## config.mk

```make
export PLATFORM = sky130hd
export DESIGN_NAME = mine_placer
export DESIGN_NICKNAME = d
export VERILOG_FILES = /design/src/rtl/mine_placer.sv
export SDC_FILE = /design/constraint.sdc
export NUM_CORES = 1
export LEC_CHECK = 0
export BUFFER_PORTS_ARGS = -buffer_cell sky130_fd_sc_hd__buf_2
export CORE_MARGIN = 2
export CORE_UTILIZATION = 30
export CTS_CLUSTER_DIAMETER = 30
export DETAILED_ROUTE_END_ITERATION = 8
export PLACE_DENSITY = 0.51
export SLEW_MARGIN = 20
export SYNTH_ARGS = -nofsm -noshare
export SYNTH_HDL_FRONTEND = slang
export SYNTH_SLANG_ARGS = --single-unit
```

## constraint.sdc

```tcl
create_clock -name clk -period 9.9 [get_ports clk]
set_clock_uncertainty 0.05 [all_clocks]
set_input_delay 1.98 -clock clk [delete_from_list [all_inputs] [get_ports clk]]
set_output_delay 1.98 -clock clk [all_outputs]
set_load 0.005 [all_outputs]
```

## src/rtl/mine_placer.sv

```systemverilog
// rtl/mine_placer.sv - 16x16 minefield generator; MINE_SAFE_ZONE_EN widens the start-cell exclusion to its 3x3 block
module mine_placer #(
  parameter int          NUM_MINES = 40,
  parameter logic [15:0] SEED      = 16'hACE1
) (
  input  logic       clk,
  input  logic       rst,
  input  logic       mine_start,
  input  logic [7:0] start_cell_addr,
  output logic       mine_done,
  output logic       busy,
  output logic       cell_we,
  output logic [7:0] cell_addr,
  output logic [4:0] cell_data
);

  typedef enum logic [1:0] {IDLE, PLACE, COUNT, DONE} state_t;

  state_t       state, next_state;
  logic         start_q;
  logic [15:0]  lfsr;
  logic [15:0]  lfsr_next;
  logic [255:0] bitmap;
  logic [7:0]   placed;
  logic [7:0]   scan;
  logic [7:0]   start_cell;
  logic [7:0]   cand;
  logic         start_edge;
  logic         in_zone;
  logic         accept;
  logic         placed_done;
  logic [3:0]   nbr_count;
  logic signed [4:0] nr, nc;

  logic       mine_done_d, busy_d, cell_we_d;
  logic [7:0] cell_addr_d;
  logic [4:0] cell_data_d;

  assign start_edge = mine_start & ~start_q;
  assign cand       = lfsr[7:0];
  assign lfsr_next  = {1'b0, lfsr[15:1]} ^ (lfsr[0] ? 16'hB400 : 16'h0000);

`ifdef MINE_SAFE_ZONE_EN
  logic signed [4:0] d_row, d_col;
  always_comb begin
    d_row   = $signed({1'b0, cand[7:4]}) - $signed({1'b0, start_cell[7:4]});
    d_col   = $signed({1'b0, cand[3:0]}) - $signed({1'b0, start_cell[3:0]});
    in_zone = (d_row >= -5'sd1) && (d_row <= 5'sd1) &&
              (d_col >= -5'sd1) && (d_col <= 5'sd1);
  end
`else
  assign in_zone = (cand == start_cell);
`endif

  assign accept      = (state == PLACE) && !bitmap[cand] && !in_zone;
  assign placed_done = accept && ((placed + 8'd1) == 8'(NUM_MINES));

  // Row+1 on row 15 wraps to -16 in 5-bit signed, so the >=0 test rejects it too.
  always_comb begin
    nbr_count = 4'd0;
    nr        = 5'sd0;
    nc        = 5'sd0;
    for (int dr = -1; dr <= 1; dr++) begin
      for (int dc = -1; dc <= 1; dc++) begin
        nr = $signed({1'b0, scan[7:4]}) + 5'(dr);
        nc = $signed({1'b0, scan[3:0]}) + 5'(dc);
        if (!(dr == 0 && dc == 0) && (nr >= 5'sd0) && (nc >= 5'sd0))
          nbr_count = nbr_count + 4'(bitmap[{nr[3:0], nc[3:0]}]);
      end
    end
  end

  always_ff @(posedge clk) begin
    if (!rst) state <= IDLE;
    else      state <= next_state;
  end

  always_comb begin
    next_state = state;
    case (state)
      IDLE:  if (start_edge) next_state = PLACE;
      PLACE: begin
        if (!mine_start)      next_state = IDLE;
        else if (placed_done) next_state = COUNT;
      end
      COUNT: begin
        if (!mine_start)          next_state = IDLE;
        else if (scan == 8'hFF)   next_state = DONE;
      end
      DONE:    next_state = IDLE;
      default: next_state = IDLE;
    endcase
  end

  always_comb begin
    mine_done_d = (state == DONE);
    busy_d      = (next_state != IDLE);
    cell_we_d   = (state == COUNT) && mine_start;
    cell_addr_d = 8'd0;
    cell_data_d = 5'd0;
    if (cell_we_d) begin
      cell_addr_d = scan;
      cell_data_d = {bitmap[scan], nbr_count};
    end
  end

  // The LFSR free-runs across rounds so placement depends on player timing.
  always_ff @(posedge clk) begin
    if (!rst) begin
      start_q    <= 1'b0;
      lfsr       <= SEED;
      bitmap     <= '0;
      placed     <= 8'd0;
      scan       <= 8'd0;
      start_cell <= 8'd0;
    end else begin
      start_q <= mine_start;
      lfsr    <= lfsr_next;
      if (state == IDLE && start_edge) begin
        start_cell <= start_cell_addr;
        bitmap     <= '0;
        placed     <= 8'd0;
        scan       <= 8'd0;
      end else if (accept) begin
        bitmap[cand] <= 1'b1;
        placed       <= placed + 8'd1;
      end else if (state == COUNT) begin
        scan <= scan + 8'd1;
      end
    end
  end

  always_ff @(posedge clk) begin
    if (!rst) begin
      mine_done <= 1'b0;
      busy      <= 1'b0;
      cell_we   <= 1'b0;
      cell_addr <= 8'd0;
      cell_data <= 5'd0;
    end else begin
      mine_done <= mine_done_d;
      busy      <= busy_d;
      cell_we   <= cell_we_d;
      cell_addr <= cell_addr_d;
      cell_data <= cell_data_d;
    end
  end

endmodule

```

; ---- Word level (Yosys, flattened, before mapping)
; Cells that the tools add are included.
; Widths: inputs -> output; s select.
[op_classes]
bitwise = 6
reduce_logical = 21
n_lt_le_gt_ge = 17
n_mux = 37
n_eq_ne = 6
add_sub_neg = 13
[op_table]
columns = operator, n
row1 = $or 256x256->256, 1
row2 = $lt 8x9->1 const B, 10
row3 = $bmux 1 s8, 10
row4 = $mux 4, 7
row5 = $add 4x1->4, 6
row6 = $ge 5x1->1 const B, 4
row7 = $add 8x1->8 const B, 2
row8 = $mux 16, 1
row9 = $xor 15x16->16, 1
row10 = $logic_and 1x1->1, 14
row11 = $mux 1, 12
row12 = $add 4x1->5 const B, 2
row13 = $add 5x1->5 const B, 2
row14 = $mux 2, 5
row15 = $demux 1 s8, 1
row16 = $eq 8x6->1 const B, 1
row17 = $eq 8x8->1, 1
row18 = $eq 8x8->1 const B, 1
row19 = $ge 4x1->1 const B, 2
row20 = $ge 8x1->1 const B, 1
row21 = $pmux 2 s4, 1
row22 = $eq 2x2->1 const B, 2
row23 = $reduce_and 2->1, 2
row24 = $not 1->1, 3
row25 = other kinds (7), 8
[word_totals]
ff_bits = 315
elab_cells = 112
out_inout_bits = 16
inputBits = 11

; ---- Depth between registers and ports, before layout
[logic_depth]
depth_word = 18
ltp_mapped = 39
ltp_nobuf = 33

; ---- Least setup slack after synthesis
; Ideal clock, no wire load.
[synth_path]
kind = register to register
startpoint = register scan[1]
endpoint = register cell_data[3]
arrival_time_ns = 7.846
required_ns = 9.722
n_path_buf = 6
synth_period_minus_slack_ns = 8.024
slack_ns = 1.876
path_stages_with_launch = 36
setup_ns = 0.128
cell_sequence = dfxtp_1 -> clkbuf_1 -> clkbuf_1 -> inv_1 -> clkbuf_1 -> ha_1 -> clkbuf_1 -> buf_2 -> buf_1 -> mux4_2 -> mux4_2 -> mux4_2 -> a21oi_1 -> o41ai_1 -> ha_1 -> and2_1 -> ha_1 -> ha_1 -> mux2i_1 -> nor2_1 -> ha_1 -> inv_1 -> o21ai_0 -> ha_1 -> mux2i_1 -> inv_1 -> ha_1 -> nor2_1 -> a21oi_1 -> ha_1 -> xor2_1 -> xor3_1 -> nor3_1 -> xnor2_1 -> xnor2_1 -> nor2_1
[synth_between]
word_cells_on_any_way = 44
classes_between = 9 x add/sub / 3 x order compare / 24 x mux / 8 x reduce/logical
[synth_lines]
columns = item, line
row1 = from (decl), 25  ; logic [7:0] scan;
row2 = from (signal assigned), 128  ; scan <= scan + 8'd1;
row3 = $add 4x1->5 (*), 66  ; nc = $signed({1'b0, scan[3:0]}) + 5'(dc);
row4 = net nc[1], 33  ; logic signed [4:0] nr, nc;
row5 = $bmux 1 s8, 68  ; nbr_count = nbr_count + 4'(bitmap[{nr[3:0], nc[3:0]}]);
row6 = $mux 1 (not written as such), 68
row7 = $add 4x1->4, 68
row8 = $mux 4, 67  ; if (!(dr == 0 && dc == 0) && (nr >= 5'sd0) && (nc >= 5'sd0))
row9 = $add 4x1->4, 68
row10 = $mux 4, 67
row11 = $add 4x1->4, 68
row12 = $mux 4, 67
row13 = $add 4x1->4, 68
row14 = $mux 4, 67
row15 = $add 4x1->4, 68
row16 = $mux 4, 67
row17 = $add 4x1->4, 68
row18 = $mux 4 (*), 67
row19 = to (signal assigned), 145  ; cell_data <= cell_data_d;
row20 = to (decl), 14  ; output logic [4:0] cell_data
; Mark *: on every way through the listed nets, which the timed path passes. The rest lies on a longest branch. The select of a mux whose other input is x is not followed.
; A chain may end at the register's enable or synchronous reset.

; ---- Worst setup path in the final report
[layout_path]
startpoint = register scan[1]
endpoint = register cell_data[3]
[layout_between]
elab_chain_cells = 18
word_cells_on_any_way = 44
classes_between = 9 x add/sub / 3 x order compare / 24 x mux / 8 x reduce/logical
[layout_lines]
columns = item, line
row1 = $add 5x1->5, 66
row2 = $bmux 1 s8 / $ge 5x1->1 (equally long branches), "68, 67"
row3 = $mux 1 (not written as such) / $logic_and 1x1->1 (equally long branches), "68, 67"
row4 = $mux 1, 67
row5 = $add 1x1->2, 68
row6 = $mux 4, 67
row7 = $add 4x1->4, 68
row8 = $mux 4, 67
row9 = (+2 left out), n/a
row10 = $add 4x1->4, 68
row11 = $mux 4, 67
row12 = $add 4x1->4, 68
row13 = $mux 4, 67
row14 = $add 4x1->4, 68
row15 = $mux 4, 67
row16 = $add 4x1->4, 68
row17 = $mux 4 (*), 67
; Mark *: on every way between the ends. The rest lies on a longest branch, timed or not. The select of a mux whose other input is x is not followed.

==> results by group <==
Setup path
  • Crit path max fanout: 21
  • FF-to-FF path depth: 34
  • Cell mode on critical path: ha_1
  • R2R Path Start: scan[1]$_SDFFE_PP0P_
  • Max stage delay cell, worst path: mux4_2
  • Reg-to-reg endpoint: cell_data[3]$_SDFF_PN0_
  • CP endpoint kind: flip-flop
  • CP Launch Type: flip-flop
  • Required @ worst endpoint: 10.35 ns
  • Critical path's largest stage delay: 0.53 ns
  • CP Launch Point: scan[1]$_SDFFE_PP0P_
  • Worst path arrival time: 8.76 ns
  • Reg2Reg Setup Slack: 1.59 ns
  • Critical path class: flip-flop to flip-flop

Synthesis
  • Synth area leaders: dfxtp_1, mux4_2, nand2_1
  • EDFF count, synth: 0
  • Yosys cell types: 70
  • Sequential element share of the synthesized area: 31.3%
  • Synth Register Bits: 315
  • Syn_nets: 2014
  • Area share of the largest cell type after synthesis: 31.3%
  • Commonest cells in the synthesized netlist: nand2_1, dfxtp_1, mux4_2, o21ai_1, mux2i_1
  • Netlist Area Pre-Place: 20200 µm²
  • Synthesized area per cell: 10.2 µm²
  • Dominant cell type by area after synthesis: dfxtp_1
  • Post-synth ARST share: 0%
  • Synthesized instance count: 1984
  • Ys flop type: dfxtp_1
  • Synth warn: 0
  • Most common cell in the netlist: nand2_1

STA
  • Post-route clock period utilization: 83.9%
  • Setup-failing EPs final: 0
  • Slew HR: 24.4%
  • Final min period: 8.31 ns
  • Tightest Pin Transition: 1.13 ns
  • Slew Viols, Final: 0
  • Unrepaired setup endpoints after global routing: no
  • F_max: 0.120 GHz
  • Hold Fails Final Rpt: 0
  • Final WS setup: 1.59 ns
  • Fin Setup TNS: 0 ns

Final layout
  • Share of layout cells above drive strength 1: 27.8%
  • Syn-to-layout area delta: 19.1%
  • Nets: 1993
  • ANT cells: 0
  • Final core occ: 35.9%

CTS
  • Htree depth: 3
  • Clock-pin transition on the worst setup and hold timing paths: 0.04 ns
  • Post_cts resized: 0
  • Num CTS Buffers: 82
  • Clock Tree Buf Depth: 3
  • Hold Buf Count CTS: 0
  • Skew-Pair Late Insertion Delay: 0.63 ns
  • Root buffer cell: clkbuf_16
  • CTS tree: done
  • Post-CTS repair timing setup buffer count: 0
  • Sink Count: 315

Run status
  • Run status: finished, final reports clean

Power
  • Total power: 4280 µW
  • Pwr Density: 178 nW/µm²
  • Leakage: 0.00787 µW
  • Worst VDD drop: 0.144 mV

Die
  • Die H: 263 µm
  • # rows: 95
  • Starting Density: 30.1%
  • Core area: 66900 µm²
  • Die Wd: 263 µm
  • Die ar.: 69300 µm²
  • IO Pins: 27

Drt
  • Detailed Route WL: 68500 µm
  • Initial DRC Count: 1727
  • 1st-pass router iterations: 6
  • Wire per inst: 23.6 µm
  • Drt drc: 0
  • Via count: 16910
  • DRT antenna net count: 0
  • Via-per-instance ratio: 5.83

Placed design
  • Gpl congestion: 0.935
  • # port buffers: 26
  • Worst slack at placement: 1.72 ns
  • Dpl hpwl: 45000 µm

Min path
  • Critical hold path startpoint: lfsr[12]$_SDFF_PN0_
  • HP Class: flip-flop to flip-flop
  • WHS Endpoint: lfsr[11]$_SDFF_PN1_
  • Worst Hold Depth: 1

Global routing
  • Largest net degree at the start of global routing: 114
  • First-pass GRT wire length: 106000 µm
  • GRT Overall Usage: 19.9%
  • Antenna violations before repair: 1
  • Vias in the first global route: 16909
  • GRT overflow: 0

Run
  • Max cap viols: 0
-- where the power goes --
group          switching [µW]  total, µW  internal (µW)
clock                     871       2840           1970
combinational             110        146           35.3
sequential               9.94       1290           1280
-- worst max-delay path: cells and delay by family, from the launching register on --
family / cells / cell delay [ns]
buffers and inverters: 6 / 1.18
flip-flops: 1 / 0.30
multiplexers: 3 / 1.07
AND/OR/NAND/NOR: 5 / 0.70
AO/OA/AOI/OAI: 7 / 1.39
XOR/XNOR: 5 / 1.23
adder cells (fa/ha/maj): 8 / 2.24
-- state kept, by name, summed over array words and instances, names as in the netlist --
register and flops:
bitmap 256, lfsr 16, state 2, start_cell 8
start_q 1, cell_data 5, cell_addr 8, cell_we 1
placed 8, busy 1, scan 8, mine_done 1
-- metrics by stage --
step / cells / instance area, µm² / hold WS (ns)
after floorplan: 1984 / 20200 / 0.336
after global placement: 2752 / 21000 / 0.345
after detailed placement: 2752 / 21000 / 0.356
after CTS: 2900 / 24000 / 0.366
after global routing: 2900 / 24000 / 0.385
final: 2900 / 24000 / 0.358
-- cells by family (layout without fill, tap and decap cells) --
| family | Yosys count | count (layout) | synth area share (%) |
|---|---|---|---|
| AO/OA/AOI/OAI | 434 | 434 | 13.3 |
| buffers and inverters | 191 | 234 | 4.36 |
| flip-flops | 315 | 315 | 31.3 |
| XOR/XNOR | 37 | 37 | 1.72 |
| AND/OR/NAND/NOR | 599 | 599 | 13.0 |
| multiplexers | 389 | 389 | 35.2 |
| adder cells (fa/ha/maj) | 19 | 19 | 1.18 |
-- placed cells by master (no fill, tap or decap), drive strengths merged, types with 3 or more instances in the layout --
cell type / n
nand2: 396
dfxtp: 315
o21ai: 267
mux4: 254
mux2i: 120
clkbuf: 101
buf: 68
a21oi: 63
nor2: 55
a211oi: 34
and2: 32
clkinv: 28
xnor2: 25
nand3: 21
nor2b: 20
inv: 20
ha: 19
a22oi: 17
nor3: 16
mux2: 15
nand2b: 14
bufinv: 13
xor2: 11
a22o: 10
a31oi: 9
and3: 8
nand4: 6
or3: 6
nor3b: 4
o22ai: 4
clkinvlp: 4
a221oi: 3
o31ai: 3
o211ai: 3
and4: 3
or2: 3
nor4: 3
nand3b: 3
-- worst max-delay path by stage --
stage | to | slack [ns] | cells after the start
after global placement | cell_data[3]$_SDFF_PN0_ | 1.72 | 32
after detailed placement | cell_data[3]$_SDFF_PN0_ | 1.72 | 30
after floorplan | cell_data[3]$_SDFF_PN0_ | 1.88 | 35
after CTS | cell_data[3]$_SDFF_PN0_ | 1.70 | 32
after global routing | cell_data[3]$_SDFF_PN0_ | 1.10 | 34
final | cell_data[3]$_SDFF_PN0_ | 1.59 | 34
-- cell type report --
cell class,count,area [µm²]
Timing Repair Buffer,68,487
Clock inverter,47,736
Fill cell,6544,42900
Sequential cell,315,6320
Clock buffer,101,2260
Inverter,18,67.6
Tap cell,873,1090
Multi-Input combinational cell,1478,13100
-- layer usage --
layer  vias up  part of all wire (%)  track usage, %
met4         0                   4.4            9.14
li1       7442                     -               -
met3       170                   8.3            4.10
met2       827                    45            30.2
met1      8471                    42            27.1
met5         -                     0               0
(Power assumes the default switching activity.)
